==> config.mk <==
export PLATFORM = sky130hd
export DESIGN_NAME = mem_wb_stage_flat
export DESIGN_NICKNAME = d
export VERILOG_FILES = /design/src/rtl/mem_stage_pkg.sv /design/src/rtl/mem_wb_stage_if.sv /design/src/rtl/mem_wb_reg.sv /design/src/rtl/mem_wb_stage.sv /design/src/flat_wrapper.sv
export SDC_FILE = /design/constraint.sdc
export NUM_CORES = 1
export LEC_CHECK = 0
export ABC_CLOCK_PERIOD_IN_PS = 2500
export CAP_MARGIN = 15
export CORE_AREA = 2 2 159 161
export CTS_BUF_LIST = sky130_fd_sc_hd__clkbuf_8
export DETAILED_ROUTE_END_ITERATION = 8
export DIE_AREA = 0 0 161 163
export DONT_BUFFER_PORTS = 1
export PLACE_DENSITY_LB_ADDON = 0.08
export SKIP_LAST_GASP = 1
export SYNTH_ARGS = -nofsm -noshare
export SYNTH_HDL_FRONTEND = slang
export SYNTH_SLANG_ARGS = --single-unit
==> constraint.sdc <==
create_clock -name clk -period 2.5 [get_ports clk]
set_input_delay 0.25 -clock clk [delete_from_list [all_inputs] [get_ports clk]]
set_output_delay 0.25 -clock clk [all_outputs]
set_load 0.01 [all_outputs]
==> src/rtl/mem_stage_pkg.sv <==
`default_nettype none
// ============================================================================
// Module      : mem_stage_pkg
// Description : Shared types and constants for the MEM stage and MEM/WB
//               register of the 64-bit 5-stage CPU.
//               - state_t     : access FSM states (IDLE / ACCESS)
//               - wb_bundle_t : write-back bundle held by the MEM/WB register
//               - WB_SRC_*    : encodings of the mem_to_reg select
// Revision    : 1.0 - initial release
// ============================================================================
package mem_stage_pkg;

  // Legacy-compatible state encodings; the enum below is built on them.
  localparam logic [0:0] ST_IDLE   = 1'b0;
  localparam logic [0:0] ST_ACCESS = 1'b1;

  typedef enum logic [0:0] {
    IDLE   = ST_IDLE,
    ACCESS = ST_ACCESS
  } state_t;

  // Write-back source select. 10/11 are reserved and behave like ALU.
  localparam logic [1:0] WB_SRC_ALU = 2'b00;
  localparam logic [1:0] WB_SRC_MEM = 2'b01;

  typedef struct packed {
    logic        valid;
    logic        reg_write;
    logic [4:0]  rd;
    logic [63:0] data;
    logic        choose_rd;
  } wb_bundle_t;

endpackage : mem_stage_pkg
`default_nettype wire

==> src/rtl/mem_wb_stage_if.sv <==
`default_nettype none
// ============================================================================
// Module      : mem_wb_stage_if
// Description : Request/acknowledge bus between the MEM stage and the
//               variable-latency data memory.
//               mem_req   stage->mem  request, held for the whole access
//               mem_we    stage->mem  1 = write
//               mem_addr  stage->mem  64-bit byte address (8-byte aligned)
//               mem_wdata stage->mem  store data
//               mem_rdata mem->stage  read data, valid with mem_ack
//               mem_ack   mem->stage  one-cycle completion pulse
// Revision    : 1.0 - initial release
// ============================================================================
interface mem_wb_stage_if;
  logic        mem_req;
  logic        mem_we;
  logic [63:0] mem_addr;
  logic [63:0] mem_wdata;
  logic [63:0] mem_rdata;
  logic        mem_ack;

  modport master (
    output mem_req,
    output mem_we,
    output mem_addr,
    output mem_wdata,
    input  mem_rdata,
    input  mem_ack
  );

  modport slave (
    input  mem_req,
    input  mem_we,
    input  mem_addr,
    input  mem_wdata,
    output mem_rdata,
    output mem_ack
  );
endinterface : mem_wb_stage_if
`default_nettype wire

==> src/rtl/mem_wb_reg.sv <==
`default_nettype none
// ============================================================================
// Module      : mem_wb_reg
// Description : MEM/WB pipeline register with load enable and bubble insert.
//               clk    in   clock, rising edge
//               reset  in   asynchronous clear, active-low
//               en     in   load d on this edge
//               bubble in   when loading, force valid and reg_write to 0
//               d      in   incoming write-back bundle
//               q      out  registered write-back bundle
// Revision    : 1.0 - initial release
// ============================================================================
module mem_wb_reg
  import mem_stage_pkg::*;
(
  input  wire logic       clk,
  input  wire logic       reset,
  input  wire logic       en,
  input  wire logic       bubble,
  input  wire wb_bundle_t d,
  output wb_bundle_t      q
);

  always_ff @(posedge clk or negedge reset) begin
    if (!reset) begin
      q <= '0;
    end else if (en) begin
      q <= d;
      // A bubble still carries rd/choose_rd/data, but can never commit.
      if (bubble) begin
        q.valid     <= 1'b0;
        q.reg_write <= 1'b0;
      end
    end
  end

endmodule : mem_wb_reg
`default_nettype wire

==> src/rtl/mem_wb_stage.sv <==
`default_nettype none
// ============================================================================
// Module      : mem_wb_stage
// Description : Memory stage plus MEM/WB register. Issues loads/stores over a
//               req/ack bus, stalls upstream while an access is outstanding,
//               aborts after TIMEOUT_CYCLES without ack, and registers the
//               write-back bundle.
//               clk, reset(active-low, async)
//               in_valid, alu_result, write_data, rd, mem_to_reg, reg_write,
//               mem_write, read_enable, choose_rd   : EX/MEM register outputs
//               stall                               : combinational hold
//               mem (mem_wb_stage_if.master)        : data-memory bus
//               wb_valid, wb_reg_write, wb_rd, wb_data, wb_choose_rd
//               err_misalign, err_timeout           : one-cycle error pulses
// Revision    : 1.0 - initial release
// ============================================================================
module mem_wb_stage
  import mem_stage_pkg::*;
#(
  parameter int TIMEOUT_CYCLES = 255
) (
  input  wire logic        clk,
  input  wire logic        reset,
  input  wire logic        in_valid,
  input  wire logic [63:0] alu_result,
  input  wire logic [63:0] write_data,
  input  wire logic [4:0]  rd,
  input  wire logic [1:0]  mem_to_reg,
  input  wire logic        reg_write,
  input  wire logic        mem_write,
  input  wire logic        read_enable,
  input  wire logic        choose_rd,
  output logic             stall,
  mem_wb_stage_if.master   mem,
  output logic             wb_valid,
  output logic             wb_reg_write,
  output logic [4:0]       wb_rd,
  output logic [63:0]      wb_data,
  output logic             wb_choose_rd,
  output logic             err_misalign,
  output logic             err_timeout
);

  localparam int CNT_W = $clog2(TIMEOUT_CYCLES + 1);
  localparam logic [CNT_W-1:0] CNT_LAST = CNT_W'(TIMEOUT_CYCLES - 1);
  localparam logic [CNT_W-1:0] CNT_MAX  = CNT_W'(TIMEOUT_CYCLES);

  state_t           r_state;
  logic [CNT_W-1:0] r_cnt;
  logic             r_mem_req;
  logic             r_mem_we;
  logic [63:0]      r_mem_addr;
  logic [63:0]      r_mem_wdata;
  logic             r_err_misalign;
  logic             r_err_timeout;

  logic       w_mem_op;
  logic       w_misalign;
  logic       w_in_idle;
  logic       w_in_access;
  logic       w_ack;
  logic       w_timeout_hit;
  logic       w_wb_en;
  logic       w_wb_bubble;
  logic       w_sel_rdata;
  wb_bundle_t w_wb_d;
  wb_bundle_t w_wb_q;

  // --------------------------------------------------------------------------
  // Decode
  // --------------------------------------------------------------------------
  assign w_mem_op    = in_valid & (mem_write | read_enable);
  assign w_misalign  = (alu_result[2:0] != 3'b000);
  assign w_in_idle   = (r_state == IDLE);
  assign w_in_access = (r_state == ACCESS);

  // Ack only counts while an access is outstanding.
  assign w_ack         = w_in_access & mem.mem_ack;
  // Ack in the final cycle takes precedence over the abort.
  assign w_timeout_hit = w_in_access & ~mem.mem_ack & (r_cnt == CNT_LAST);

  // Hold upstream while starting an access and until it either completes or
  // aborts; on abort the instruction is dropped so upstream may move on.
  always_comb begin
    stall = 1'b0;
    if (w_in_idle) begin
      stall = w_mem_op & ~w_misalign;
    end else begin
      stall = ~(w_ack | w_timeout_hit);
    end
  end

  // --------------------------------------------------------------------------
  // MEM/WB register control and write-back mux
  // --------------------------------------------------------------------------
  // In IDLE every memory op leaves a bubble behind: either it faulted or it
  // is only now entering ACCESS. In ACCESS the slot waits for ack/abort.
  assign w_wb_en     = w_in_idle | w_ack | w_timeout_hit;
  assign w_wb_bubble = w_in_idle ? w_mem_op : w_timeout_hit;

  // Stores win over loads, so a store never selects read data.
  assign w_sel_rdata = w_ack & read_enable & ~mem_write & (mem_to_reg == WB_SRC_MEM);

  always_comb begin
    w_wb_d           = '0;
    w_wb_d.valid     = in_valid;
    w_wb_d.reg_write = reg_write & in_valid;
    w_wb_d.rd        = rd;
    w_wb_d.data      = w_sel_rdata ? mem.mem_rdata : alu_result;
    w_wb_d.choose_rd = choose_rd;
  end

  mem_wb_reg u_mem_wb_reg (
    .clk    (clk),
    .reset  (reset),
    .en     (w_wb_en),
    .bubble (w_wb_bubble),
    .d      (w_wb_d),
    .q      (w_wb_q)
  );

  assign wb_valid     = w_wb_q.valid;
  assign wb_reg_write = w_wb_q.reg_write;
  assign wb_rd        = w_wb_q.rd;
  assign wb_data      = w_wb_q.data;
  assign wb_choose_rd = w_wb_q.choose_rd;

  // --------------------------------------------------------------------------
  // Access FSM and memory request registers
  // --------------------------------------------------------------------------
  always_ff @(posedge clk or negedge reset) begin
    if (!reset) begin
      r_state        <= IDLE;
      r_cnt          <= '0;
      r_mem_req      <= 1'b0;
      r_mem_we       <= 1'b0;
      r_mem_addr     <= '0;
      r_mem_wdata    <= '0;
      r_err_misalign <= 1'b0;
      r_err_timeout  <= 1'b0;
    end else begin
      r_err_misalign <= w_in_idle & w_mem_op & w_misalign;
      r_err_timeout  <= w_timeout_hit;
      case (r_state)
        IDLE: begin
          if (w_mem_op && !w_misalign) begin
            r_state     <= ACCESS;
            r_mem_req   <= 1'b1;
            r_mem_we    <= mem_write;
            r_mem_addr  <= alu_result;
            r_mem_wdata <= write_data;
            r_cnt       <= '0;
          end
        end
        ACCESS: begin
          if (w_ack || w_timeout_hit) begin
            r_state   <= IDLE;
            r_mem_req <= 1'b0;
          end else if (r_cnt != CNT_MAX) begin
            r_cnt <= r_cnt + 1'b1;
          end
        end
        default: begin
          r_state   <= IDLE;
          r_mem_req <= 1'b0;
        end
      endcase
    end
  end

  assign mem.mem_req   = r_mem_req;
  assign mem.mem_we    = r_mem_we;
  assign mem.mem_addr  = r_mem_addr;
  assign mem.mem_wdata = r_mem_wdata;
  assign err_misalign  = r_err_misalign;
  assign err_timeout   = r_err_timeout;

endmodule : mem_wb_stage
`default_nettype wire

==> src/flat_wrapper.sv <==
// flat-port wrapper written by rule: the top's interface ports become plain ports
module mem_wb_stage_flat import mem_stage_pkg::*;
#(
  parameter int TIMEOUT_CYCLES = 255
)
  (clk, reset, in_valid, alu_result, write_data, rd, mem_to_reg, reg_write, mem_write, read_enable, choose_rd, stall, wb_valid, wb_reg_write, wb_rd, wb_data, wb_choose_rd, err_misalign, err_timeout, mem_mem_req, mem_mem_we, mem_mem_addr, mem_mem_wdata, mem_mem_rdata, mem_mem_ack);
  mem_wb_stage_if mem_i ();
  input  wire logic clk;
  input  wire logic reset;
  input  wire logic in_valid;
  input  wire logic [63:0] alu_result;
  input  wire logic [63:0] write_data;
  input  wire logic [4:0] rd;
  input  wire logic [1:0] mem_to_reg;
  input  wire logic reg_write;
  input  wire logic mem_write;
  input  wire logic read_enable;
  input  wire logic choose_rd;
  output logic stall;
  output logic wb_valid;
  output logic wb_reg_write;
  output logic [4:0] wb_rd;
  output logic [63:0] wb_data;
  output logic wb_choose_rd;
  output logic err_misalign;
  output logic err_timeout;
  output wire logic [$bits(mem_i.mem_req)-1:0] mem_mem_req;
  output wire logic [$bits(mem_i.mem_we)-1:0] mem_mem_we;
  output wire logic [$bits(mem_i.mem_addr)-1:0] mem_mem_addr;
  output wire logic [$bits(mem_i.mem_wdata)-1:0] mem_mem_wdata;
  input wire logic [$bits(mem_i.mem_rdata)-1:0] mem_mem_rdata;
  input wire logic [$bits(mem_i.mem_ack)-1:0] mem_mem_ack;
  assign mem_mem_req = mem_i.mem_req;
  assign mem_mem_we = mem_i.mem_we;
  assign mem_mem_addr = mem_i.mem_addr;
  assign mem_mem_wdata = mem_i.mem_wdata;
  assign mem_i.mem_rdata = mem_mem_rdata;
  assign mem_i.mem_ack = mem_mem_ack;
  mem_wb_stage #(.TIMEOUT_CYCLES(TIMEOUT_CYCLES)) u_core (.clk(clk), .reset(reset), .in_valid(in_valid), .alu_result(alu_result), .write_data(write_data), .rd(rd), .mem_to_reg(mem_to_reg), .reg_write(reg_write), .mem_write(mem_write), .read_enable(read_enable), .choose_rd(choose_rd), .stall(stall), .mem(mem_i), .wb_valid(wb_valid), .wb_reg_write(wb_reg_write), .wb_rd(wb_rd), .wb_data(wb_data), .wb_choose_rd(wb_choose_rd), .err_misalign(err_misalign), .err_timeout(err_timeout));
endmodule
==> summary.txt, run 1 <==
Route
  • Antenna-violating nets left: 0
  • DRC: 0
  • Vias per inst: 4.87
  • WL final: 24600 µm
  • First DRT Iteration DRCs: 294
  • First-pass DRT Iterations: 4
  • Via count: 6000
  • Post-DR wirelength/cell: around 20 µm

Clock tree
  • H-tree levels: 2
  • Clk sinks: 213
  • Hold_buf cts: 205
  • CTS max path bufs: 3
  • Clk_lat worst skew: about 0.52 ns
  • Num CTS Buffers: 38
  • CTS root buffer: clkbuf_8
  • CTS tree: yes
  • Setup repair bufs after CTS: 0
  • Clock-pin slew on the worst setup and hold paths: ~0.060 ns

GRT
  • Grt ovf: 0
  • Pin count of the biggest net entering global routing: between 200 and 250
  • First-pass GRT wire length: approximately 37000 µm
  • Vias in the first global route: around 6600
  • Overall global routing resource usage: 18.1%
  • Initial antenna violation count: 1

Pwr
  • Flop pwr share: 51.9%
  • Power Internal: roughly 6.8 mW
  • Pleak: 4.98 nW
  • Sw frac: 26.9%
  • NetSw: about 2.5 mW
  • Comb pwr share: 10.3%
  • Worst IR Drop VDD: roughly 460 µV
  • Cell Pwr Density: 774 nW/µm²
  • Clk pwr share: a little under two fifths

Min path
  • Worst hold-check path type: input pin to async pin

Synthesis
  • Post-synth top cells: dfrtp_1, mux2_2, nand2_1
  • Synthesized flop and latch total: 213
  • Post-synth top area share: 60.3%
  • Number of synthesized flops with an enable pin: 0
  • Async SR Flop Fraction: 100%
  • Ys flop type: dfrtp_1
  • Most frequent cell after synthesis: dfrtp_1
  • Sequential area share after synthesis: approximately three fifths
  • Synthesized cell area: 8840 µm²
  • Ys Warns: 0
  • Avg Cell Area, Syn: 13.4 µm²
  • Post-Synthesis Cells: 658
  • Post-synth top area cell: dfrtp_1
  • Syn nets: 867
  • Distinct cells, synth: 43
  • Synth top area cells: dfrtp_1, mux2_2, mux2i_1

Setup path
  • Required time of the critical path: slightly below 3 ns
  • R2R Setup Slk: approximately 0.18 ns
  • CP Max Fanout: 24
  • Startpoint types: flop
  • Worst setup EP type: flop
  • CP arrival: approximately 2.7 ns
  • Type of the worst setup path: flop to flop

Run
  • Max Cap Viol: 0

Die
  • Core ar.: 24700 µm²
  • Initial core utilization: 35.8%
  • Die area: approximately 26000 µm²
  • Chip Width: approximately 160 µm
  • Rows: 58
  • I/O pin count: 412
  • Die Y: 163 µm

STA
  • RSZ-0062 raised after global routing: no
  • Max Fclk: 431 MHz
  • Final Hold Viols: 213
  • Worst slew pin tran: 0.560 ns
  • Hold Slack: -0.574 ns
  • Setup Skew: approximately 0.021 ns
  • Final setup fails: 0
  • PnR worst setup slack: 0.180 ns
  • Worst slew margin: between 60 and 70%
  • Setup tns final: 0 ns
  • Min Tclk post-route: ~2.3 ns
  • Fin. max-slew vios: 0
  • Period utilisation layout: roughly 93%

Outcome
  • Status: complete, but fails checks
  • Failing checks: negative hold slack

Placement
  • Gpl congestion: approximately 0.8
  • I/O Buffers: 0
  • Placement Setup Slack: around 0.48 ns
  • Dpl cells: between 900 and 1000
  • Dpl hpwl: approximately 16000 µm

Cells and area
  • Share of layout cells above drive strength 1: 21.0%
  • Non-filler instance count after layout: roughly 1200
  • Register area: between 5000 and 6000 µm²
  • Final Core Density: between 40% and 50%
  • Fillers: 2167
  • Multi-input logic area: 3160 µm²
  • Final net count: roughly 1100
  • Area Growth Syn to Fin: 35.1%
==> final cells by class <==
cell class | instances | share of cell area, %
inverters | 6 | 0.189
diodes | 1 | 0.0210
multi-input cells | 400 | 26.4
well taps | 330 | 3.46
clock buffers | 49 | 5.65
flip-flops and latches | 213 | 44.7
clock inverters | 18 | 1.32
repair buffers | 215 | 18.2
==> path summary, 6_finish.rpt <==
path | start | to | cells past startpoint
hold / removal | reset | u_core.mem.mem_addr[50] | 0
setup / recovery | u_core.r_state | u_core.u_mem_wb_reg.q[3] | 7
hold reg to reg | u_core.r_cnt[7] | u_core.r_cnt[7] | 1
max in group asynchronous | reset | u_core.u_mem_wb_reg.q[17] | 0
setup reg to reg | u_core.r_state | u_core.u_mem_wb_reg.q[3] | 7
min in group clk | mem_mem_ack | u_core.err_timeout | 2
==> what timing repair did <==
| action | CTS | global route |
|---|---|---|
| gates resized for setup | 0 | 2 |
| endpoints found under the hold margin | 415 | 213 |
| setup endpoints to repair | 0 | 2 |
==> per-layer routing <==
| metal | up-vias | GRT usage (%) | routed length, µm |
|---|---|---|---|
| met5 | - | 0 | 0 |
| met3 | 50 | 6.85 | 2430 |
| met2 | 297 | 32.6 | 12700 |
| met4 | 0 | 6.53 | 690 |
| li1 | 2734 | - | - |
| met1 | 2919 | 19.2 | 8790 |
==> flip-flops by register name, summed over array words and instances, names as in the netlist <==
register,cells
u_core.r_cnt,8
u_core.mem.mem_req,1
u_core.r_state,1
u_core.u_mem_wb_reg.q,72
u_core.mem.mem_addr,64
u_core.err_timeout,1
u_core.mem.mem_we,1
u_core.err_misalign,1
u_core.mem.mem_wdata,64
==> per-stage QoR <==
step | cell area, µm² | total power, mW | hold slack (ns)
4_1_cts | 11900 | 9.35 | -0.609
5_1_grt | 11900 | 9.70 | -0.609
6_report | 11900 | 9.24 | -0.574
3_5_place_dp | 9040 | 5.52 | -0.0401
2_1_floorplan | 8840 | 5.25 | -0.0456
3_3_place_gp | 9040 | 5.48 | -0.0404
==> placed cells by master (no fill, tap or decap), drive strengths merged, types with 2 or more instances in the layout <==
master	netlist	final
ha	2	2
clkinv	0	6
nand3	7	7
a31oi	2	2
o211ai	4	4
inv	6	14
and2	3	3
buf	33	10
o22ai	2	2
nor2	3	3
dlygate4sd3	0	205
bufinv	0	3
or3	2	2
nand2	91	91
nand4	3	3
nor3	2	2
dfrtp	213	213
mux2i	65	65
mux2	126	126
a21oi	3	3
o21ai	68	68
clkbuf	6	49
a21o	2	2
==> power groups by stage <==
stage / Clock, mW / Combinational [mW] / Sequential (mW)
floorplan: 0 / 0.591 / 4.66
global placement: 0 / 0.629 / 4.85
detailed placement: 0 / 0.675 / 4.84
CTS: 3.61 / 0.951 / 4.80
global route: 3.80 / 1.04 / 4.86
finish: 3.49 / 0.950 / 4.80
==> worst max-delay path, cell delays in order, from the launching register on <==
cell	delay, ns
dfrtp_2	0.48
nand4b_2	0.16
nor3b_4	0.25
buf_12	0.25
buf_4	0.23
mux2i_1	0.20
dlygate4sd3_1	0.58
o21ai_2	0.05
==> kinds of logic (layout without fill, tap and decap cells) <==
kind of cell	count (synthesis)	in the layout	synth area share, %
other	0	1	0
adders and majority gates	2	2	0.283
and+or+nand+nor	120	120	6.06
DFF	213	213	60.3
buffers and inverters	45	288	4.33
muxes	191	191	23.4
AOI/OAI and AO/OA	87	87	5.58
(Power assumes the default switching activity.)
==> run 2, diff against run 1 <==
Settings changed: ABC_AREA from default to 1, ABC_CLOCK_PERIOD_IN_PS 2500 to 2350, CORE_AREA 2 2 159 161 to 2 2 160 162, DIE_AREA 0 0 161 163 to 0 0 162 164.
Clock period 2.5 ns to 2.35 ns, I/O delays scaled along.
==> run 2 against run 1 <==
  * The run still ends with negative hold slack left
  * Combinational power fell by 1%
  * Clock skew decreased by 0.0069 ns
  * Synthesized area grew 1.1%
  * Global-route usage increased by 1.1 points
  * Worst hold slack got worse by 0.010 ns
  * Utilization decreased by 0.18 points
  * First-iteration DRC count rose by 37%
  * Die area rose by 1.2%
  * Sequential cell count is the same
  * Final cell count rose by 29%
  * Sequential power is 4% higher
  * Critical endpoint is now u_core.u_mem_wb_reg.q[38]
==> summary.txt, run 2 <==
Route
  • Met3 WL: 2240 µm (-7.5%)
  • Via count: 7324 (+22%)
  • Antenna-violating nets left: 0 (unchanged)
  • DRC: 0 (unchanged)
  • Top sig layer: met4
  • Vias per inst: 4.61 (-5.4%)
  • First-pass DRT Iterations: 4 (unchanged)
  • WL final: 26600 µm (+7.8%)
  • Met1 Wirelength: 10600 µm (+20%)
  • First DRT Iteration DRCs: 403 (+37%)
  • Post-DR wirelength/cell: 16.7 µm (-16%)
  • Metal2 WL: 12900 µm (+1.8%)

Pwr
  • Cell Pwr Density: 765 nW/µm² (-1.2%)
  • Pwr Total: 9.15 mW (-0.98%)
  • Pleak: 5.92 nW (+19%)
  • Worst IR Drop VDD: 524 µV (+15%)

STA
  • RSZ-0062 raised after global routing: yes
  • Max Fclk: roughly 430 MHz
  • Hold Slack: -0.584 ns (-0.0104 ns)
  • Worst slew pin tran: 0.528 ns (-0.0320 ns)
  • Final Hold Viols: 213 (unchanged)
  • Min Tclk post-route: 2.32 ns
  • Worst slew margin: 64.6% (+3.0 points)
  • Period utilisation layout: 98.5%
  • Final setup fails: 0 (unchanged)
  • Setup Skew: 0.0146 ns (-0.00690 ns)
  • Fin. max-slew vios: 0 (unchanged)
  • PnR worst setup slack: 0.0343 ns (-0.146 ns)

Setup path
  • CP Max Fanout: 35 (+46%)
  • Worst setup EP type: flop
  • Required time of the critical path: 2.74 ns (-0.15 ns)
  • Type of the worst setup path: input pin to flop
  • Startpoint types: input pin
  • Worst Path Buf+Inv: 3 (unchanged)
  • Crit-path slowest cell: dlygate4sd3_1
  • CP arrival: 2.71 ns (about the same)
  • Critical path's top delay family: buffers and inverters
  • Worst path cell trace: dlygate4sd3_1 -> nor2_1 -> nand2_8 -> buf_6 -> o21ai_1 -> dlygate4sd3_1 -> o21ai_1
  • Critical Path Max Stage Delay: 0.62 ns (+0.04 ns)

Synthesis
  • Ys Warns: 0 (unchanged)
  • Number of synthesized flops with an enable pin: 0 (unchanged)
  • Post-synth top area share: 59.7% (-0.63 points)
  • Syn nets: 1239 (+43%)
  • Post-synth top area cell: dfrtp_1
  • Synthesized cell area: 8930 µm² (+1.1%)
  • Synthesized flop and latch total: 213 (unchanged)
  • Most frequent cell after synthesis: nand2_1
  • Async SR Flop Fraction: 100% (unchanged)
  • Post-Synthesis Cells: 1030 (+57%)
  • Avg Cell Area, Syn: 8.67 µm² (-35%)
  • Post-synth top cells: nand2_1, dfrtp_1, o21ai_1
  • Sequential area share after synthesis: 59.7% (-0.63 points)
  • Ys flop type: dfrtp_1
  • Distinct cells, synth: 26 (-40%)
  • Synth top area cells: dfrtp_1, nand2_1, o21ai_1

Cells and area
  • Final Core Density: 48.2% (-0.18 points)
  • Max FFs per register: 72 (unchanged)
  • Area Growth Syn to Fin: 33.9%
  • Most common cell after layout, fill and taps aside: nand2_1
  • Most frequent cells in the layout: nand2_1, dfrtp_1, dlygate4sd3_1
  • Multi-input logic area: 2920 µm² (-7.5%)
  • Fillers: 2343 (+8.1%)
  • Register area: 5330 µm² (about the same)
  • Top reg by flops: u_core.u_mem_wb_reg.q
  • Share of layout cells above drive strength 1: 6.12% (-15 points)
  • Final net count: 1447 (+34%)

Clock tree
  • Clock-pin slew on the worst setup and hold paths: 0.05 ns (about the same)
  • Num CTS Buffers: 39 (+2.6%)
  • H-tree levels: 2 (unchanged)
  • Clk_lat worst skew: 0.52 ns (about the same)
  • CTS root buffer: clkbuf_8
  • Clk sinks: 213 (unchanged)
  • CTS max path bufs: 3 (unchanged)
  • Hold_buf cts: 211 (+2.9%)
  • CTS tree: yes

Die
  • I/O pin count: 412 (unchanged)
  • Die Y: 164 µm (+0.61%)
  • Core ar.: 24800 µm² (+0.59%)
  • Chip Width: 162 µm (+0.62%)
  • Initial core utilization: 36.0% (+0.17 points)
  • Die area: 26600 µm² (+1.2%)
  • Rows: 58 (unchanged)

GRT
  • Overall global routing resource usage: 19.2% (+1.1 points)
  • Pin count of the biggest net entering global routing: 214 (unchanged)
  • Initial antenna violation count: 1 (unchanged)
  • First-pass GRT wire length: 40400 µm (+8.8%)
  • Vias in the first global route: 7472 (+13%)
  • Grt ovf: 0 (unchanged)

Placement
  • Gpl congestion: 0.764 (-5.8%)
  • Placement Setup Slack: 0.557 ns (+0.0759 ns)
  • I/O Buffers: 0 (unchanged)
  • Dpl hpwl: 17300 µm (+8.4%)

Outcome
  • Failing checks: negative hold slack
  • Status: complete, but fails checks

Min path
  • Worst hold-check path type: input pin to async pin

Run
  • Max Cap Viol: 0 (unchanged)
## run 2: cell types whose count changed after synthesis, sizes merged, moves of 4 or more
cell	change
mux2i	-65
inv	+74
mux2	-126
nand2	+355
o211ai	-4
nand3	+6
clkbuf	+15
nor2	+19
o21ai	+117
## run 2: path summary, 6_finish.rpt
check | start | end | slack, ns | cells past startpoint
hold reg to reg | u_core.r_cnt[0] | u_core.r_cnt[0] | 0.53 | 2
setup / recovery | mem_write | u_core.u_mem_wb_reg.q[38] | 0.03 | 7
min in group clk | mem_mem_ack | u_core.u_mem_wb_reg.q[71] | 0.05 | 4
hold / removal | reset | u_core.mem.mem_addr[52] | -0.58 | 0
max in group asynchronous | reset | u_core.mem.mem_addr[19] | 2.49 | 0
setup reg to reg | u_core.r_state | u_core.u_mem_wb_reg.q[70] | 0.12 | 8
## run 2: cell families after synthesis
group,after synthesis,synth area share [%]
AOI/OAI and AO/OA,189,10.7
xor gates and xnor gates,1,0.0981
adders and majority gates,2,0.280
buffers and inverters,137,7.97
DFF,213,59.7
and+or+nand+nor,488,21.3
## run 2: area by class of cell
cell class / count / area share (%)
timing repair buffer: 224 / 19.1
sequential: 213 / 44.6
clock buffer: 46 / 5.29
inverter: 80 / 2.57
multi-input combinational: 680 / 24.4
clock inverter: 16 / 0.544
tap: 330 / 3.45
antenna: 1 / 0.0209
## run 2: power breakdown
part / total, mW / switching [mW] / leakage, nW / internal, mW
clock: 3.24 / 1.49 / 0.410 / 1.75
sequential: 4.97 / 0.746 / 2.64 / 4.22
combinational: 0.936 / 0.430 / 2.87 / 0.506
## run 2: timing repair
item | CTS | global route
setup buffers | 0 | 1
endpoints found under the hold margin | 412 | 213
gates resized for setup | 0 | 7
endpoints found under the setup margin | 0 | 5
## run 2: metrics by stage
step                      instance area, µm²  std cells  hold WS [ns]  setup TNS [ns]
after global placement                  9110       1315       -0.0552               0
after global routing                   12000       1589        -0.625         -0.0323
after detailed placement                9110       1315       -0.0529               0
after floorplan                         8930       1030       -0.0606               0
final                                  12000       1590        -0.584               0
after CTS                              11900       1588        -0.617               0
## run 2: routing by layer
metal	track usage, %	up-vias
met1	23.4	3368
li1	-	3631
met5	0	-
met2	31.5	274
met3	6.36	51
met4	7.80	0
## run 2: worst register-to-register path: cells and delay by family (launching register included)
family	cells	cell delay [ns]
buffers and inverters	4	1.28
DFF	1	0.42
and+or+nand+nor	3	0.31
AOI/OAI and AO/OA	1	0.09
==> run 3, diff against run 2 <==
Settings changed: GPL_TIMING_DRIVEN from default to 0, SKIP_CTS_REPAIR_TIMING from default to 1.
==> run 3 against run 2 <==
  * Largest power group unchanged
  * Wire length rose by 13%
  * Sequential cell count is the same
  * Highest routed layer unchanged
  * Clock skew decreased by 0.0010 ns
  * Count of clock-buffer cells in the layout increased by 4
  * Critical path type is now flop to output port
  * The flow still finishes with violations (negative hold slack)
  * Utilization grew 1.3 points
  * Register-to-register slack gained 0.12 ns
  * Clock power grew 11%
==> summary.txt, run 3 (synthesis results as in run 2) <==
STA
  • Final Hold Viols: 213 (unchanged)
  • Max Fclk: 459 MHz (+6.2%)
  • Fin. max-slew vios: 0 (unchanged)
  • Worst slew pin tran: 0.592 ns (+0.0634 ns)
  • Period utilisation layout: 92.8% (-5.8 points)
  • Hold Slack: -0.593 ns (-0.00861 ns)
  • Final setup fails: 0 (unchanged)
  • Worst slew margin: 60.5% (-4.1 points)
  • Min Tclk post-route: 2.18 ns (-0.136 ns)
  • RSZ-0062 raised after global routing: no
  • Setup tns final: 0 ns (unchanged)
  • Setup Skew: 0.0136 ns (-0.00101 ns)

Route
  • WL final: 30000 µm (+13%)
  • Via count: 7761 (+6.0%)
  • Post-DR wirelength/cell: 18.2 µm (+9.1%)
  • Antenna-violating nets left: 0 (unchanged)
  • First-pass DRT Iterations: 4 (unchanged)
  • DRC: 0 (unchanged)
  • Vias per inst: 4.72 (+2.4%)
  • First DRT Iteration DRCs: 493 (+22%)

Setup path
  • Crit-path slowest cell: dfrtp_1
  • Critical Path Max Stage Delay: 0.41 ns (-0.21 ns)
  • CP Max Fanout: 10 (-71%)
  • Critical path's top delay family: simple AND/OR/NAND/NOR gates
  • CP arrival: 1.95 ns (-0.76 ns)
  • Required time of the critical path: 2.12 ns (-0.62 ns)
  • Worst path cell trace: inv_1 -> ha_1 -> inv_1 -> nor2_1 -> nand2_2 -> nand2_4 -> buf_2 -> nand2_2
  • Worst setup EP type: output port
  • Type of the worst setup path: flop to output port
  • Startpoint types: flop
  • R2R Setup Slk: 0.24 ns (+0.12 ns)
  • Worst Path Buf+Inv: 3 (unchanged)

Placement
  • Gpl congestion: 0.769 (+0.65%)
  • Dpl hpwl: 20200 µm (+17%)
  • I/O Buffers: 0 (unchanged)

Clock tree
  • Clock-pin slew on the worst setup and hold paths: 0.06 ns (about the same)
  • CTS root buffer: clkbuf_8
  • CTS max path bufs: 3 (unchanged)
  • Clk_lat worst skew: 0.52 ns (about the same)
  • Num CTS Buffers: 39 (unchanged)
  • H-tree levels: 2 (unchanged)
  • CTS tree: yes
  • Clk sinks: 213 (unchanged)

GRT
  • Grt ovf: 0 (unchanged)
  • First-pass GRT wire length: 42400 µm (+4.9%)
  • Pin count of the biggest net entering global routing: 214 (unchanged)
  • Overall global routing resource usage: 20.8% (+1.6 points)
  • Vias in the first global route: 7001 (-6.3%)
  • Initial antenna violation count: 2 (+1)

Outcome
  • Failing checks: negative hold slack
  • Status: complete, but fails checks

Die
  • Chip Width: 162 µm (unchanged)
  • Die area: 26600 µm² (unchanged)
  • I/O pin count: 412 (unchanged)
  • Core ar.: 24800 µm² (unchanged)
  • Rows: 58 (unchanged)
  • Initial core utilization: 36.0% (unchanged)
  • Die Y: 164 µm (unchanged)

Pwr
  • Cell Pwr Density: 776 nW/µm² (+1.5%)
  • Worst IR Drop VDD: 497 µV (-5.1%)
  • Pwr Total: 9.54 mW (+4.3%)
  • Pleak: 6.11 nW (+3.2%)

Cells and area
  • Area Growth Syn to Fin: 37.6%
  • Multi-input logic area: 2890 µm² (-0.94%)
  • Register area: 5330 µm² (unchanged)
  • Top reg by flops: u_core.u_mem_wb_reg.q
  • Final net count: 1494 (+3.2%)
  • Final Core Density: 49.5% (+1.3 points)
  • Max FFs per register: 72 (unchanged)
  • Fillers: 2425 (+3.5%)
  • Most frequent cells in the layout: nand2_1, dfrtp_1, dlygate4sd3_1
  • Most common cell after layout, fill and taps aside: nand2_1
  • Share of layout cells above drive strength 1: 8.52% (+2.4 points)

Run
  • Max Cap Viol: 0 (unchanged)

Min path
  • Worst hold-check path type: input pin to async pin
[run 3: worst register-to-register path, delay by kind of cell, from the launching register on]
| family | cells | cell delay, ns |
|---|---|---|
| AO/OA/AOI/OAI | 1 | 0.11 |
| adder cells (fa/ha/maj) | 1 | 0.14 |
| buffers and inverters | 4 | 0.95 |
| AND/OR/NAND/NOR | 3 | 0.38 |
| flip-flops | 1 | 0.41 |
[run 3: final timing paths]
| path | from | to | cells past startpoint |
|---|---|---|---|
| worst max register to register | u_core.r_cnt[0] | u_core.u_mem_wb_reg.q[2] | 9 |
| worst min-delay path | reset | u_core.u_mem_wb_reg.q[52] | 0 |
| max in group asynchronous | reset | u_core.mem.mem_wdata[14] | 0 |
| min in group clk | mem_mem_ack | u_core.u_mem_wb_reg.q[71] | 4 |
| worst min register to register | u_core.r_cnt[7] | u_core.r_cnt[7] | 2 |
| worst max-delay path | u_core.r_cnt[0] | stall | 8 |
[run 3: through the flow]
| step | cells | hold slack [ns] | area, µm² | setup WS, ns |
|---|---|---|---|---|
| 2_1_floorplan | 1030 | -0.0606 | 8930 | 0.853 |
| 3_3_place_gp | 1360 | -0.0563 | 9340 | 0.501 |
| 3_5_place_dp | 1360 | -0.0562 | 9340 | 0.485 |
| 4_1_cts | 1430 | -0.634 | 10100 | -0.0150 |
| 5_1_grt | 1645 | -0.621 | 12300 | 0.0185 |
| 6_report | 1646 | -0.593 | 12300 | 0.170 |
[run 3: layout make-up]
class / instances / share of cell area, %
Sequential cell: 213 / 43.4
Clock inverter: 20 / 0.927
Inverter: 80 / 2.46
Tap cell: 330 / 3.36
Timing Repair Buffer: 214 / 17.3
Multi-Input combinational cell: 680 / 23.5
Antenna cell: 2 / 0.0407
Clock buffer: 50 / 5.60
Buffer: 57 / 3.36
[run 3: power by group]
group / total, mW / internal [mW] / switching [mW]
Combinational: 0.957 / 0.517 / 0.440
Sequential: 4.97 / 4.22 / 0.752
Clock: 3.61 / 2.02 / 1.58
Total: 9.54 / 6.76 / 2.77
[run 3: layer usage]
layer  share of wire, %  vias to the layer above  wire (µm)  global-route usage [%]
li1                   -                     3745          -                       -
met1                 40                     3697      12100                    25.6
met2                 50                      272      15100                    34.5
met3                7.3                       47       2180                    7.17
met4                2.1                        0        626                    6.19
met5                  0                        -          0                       0
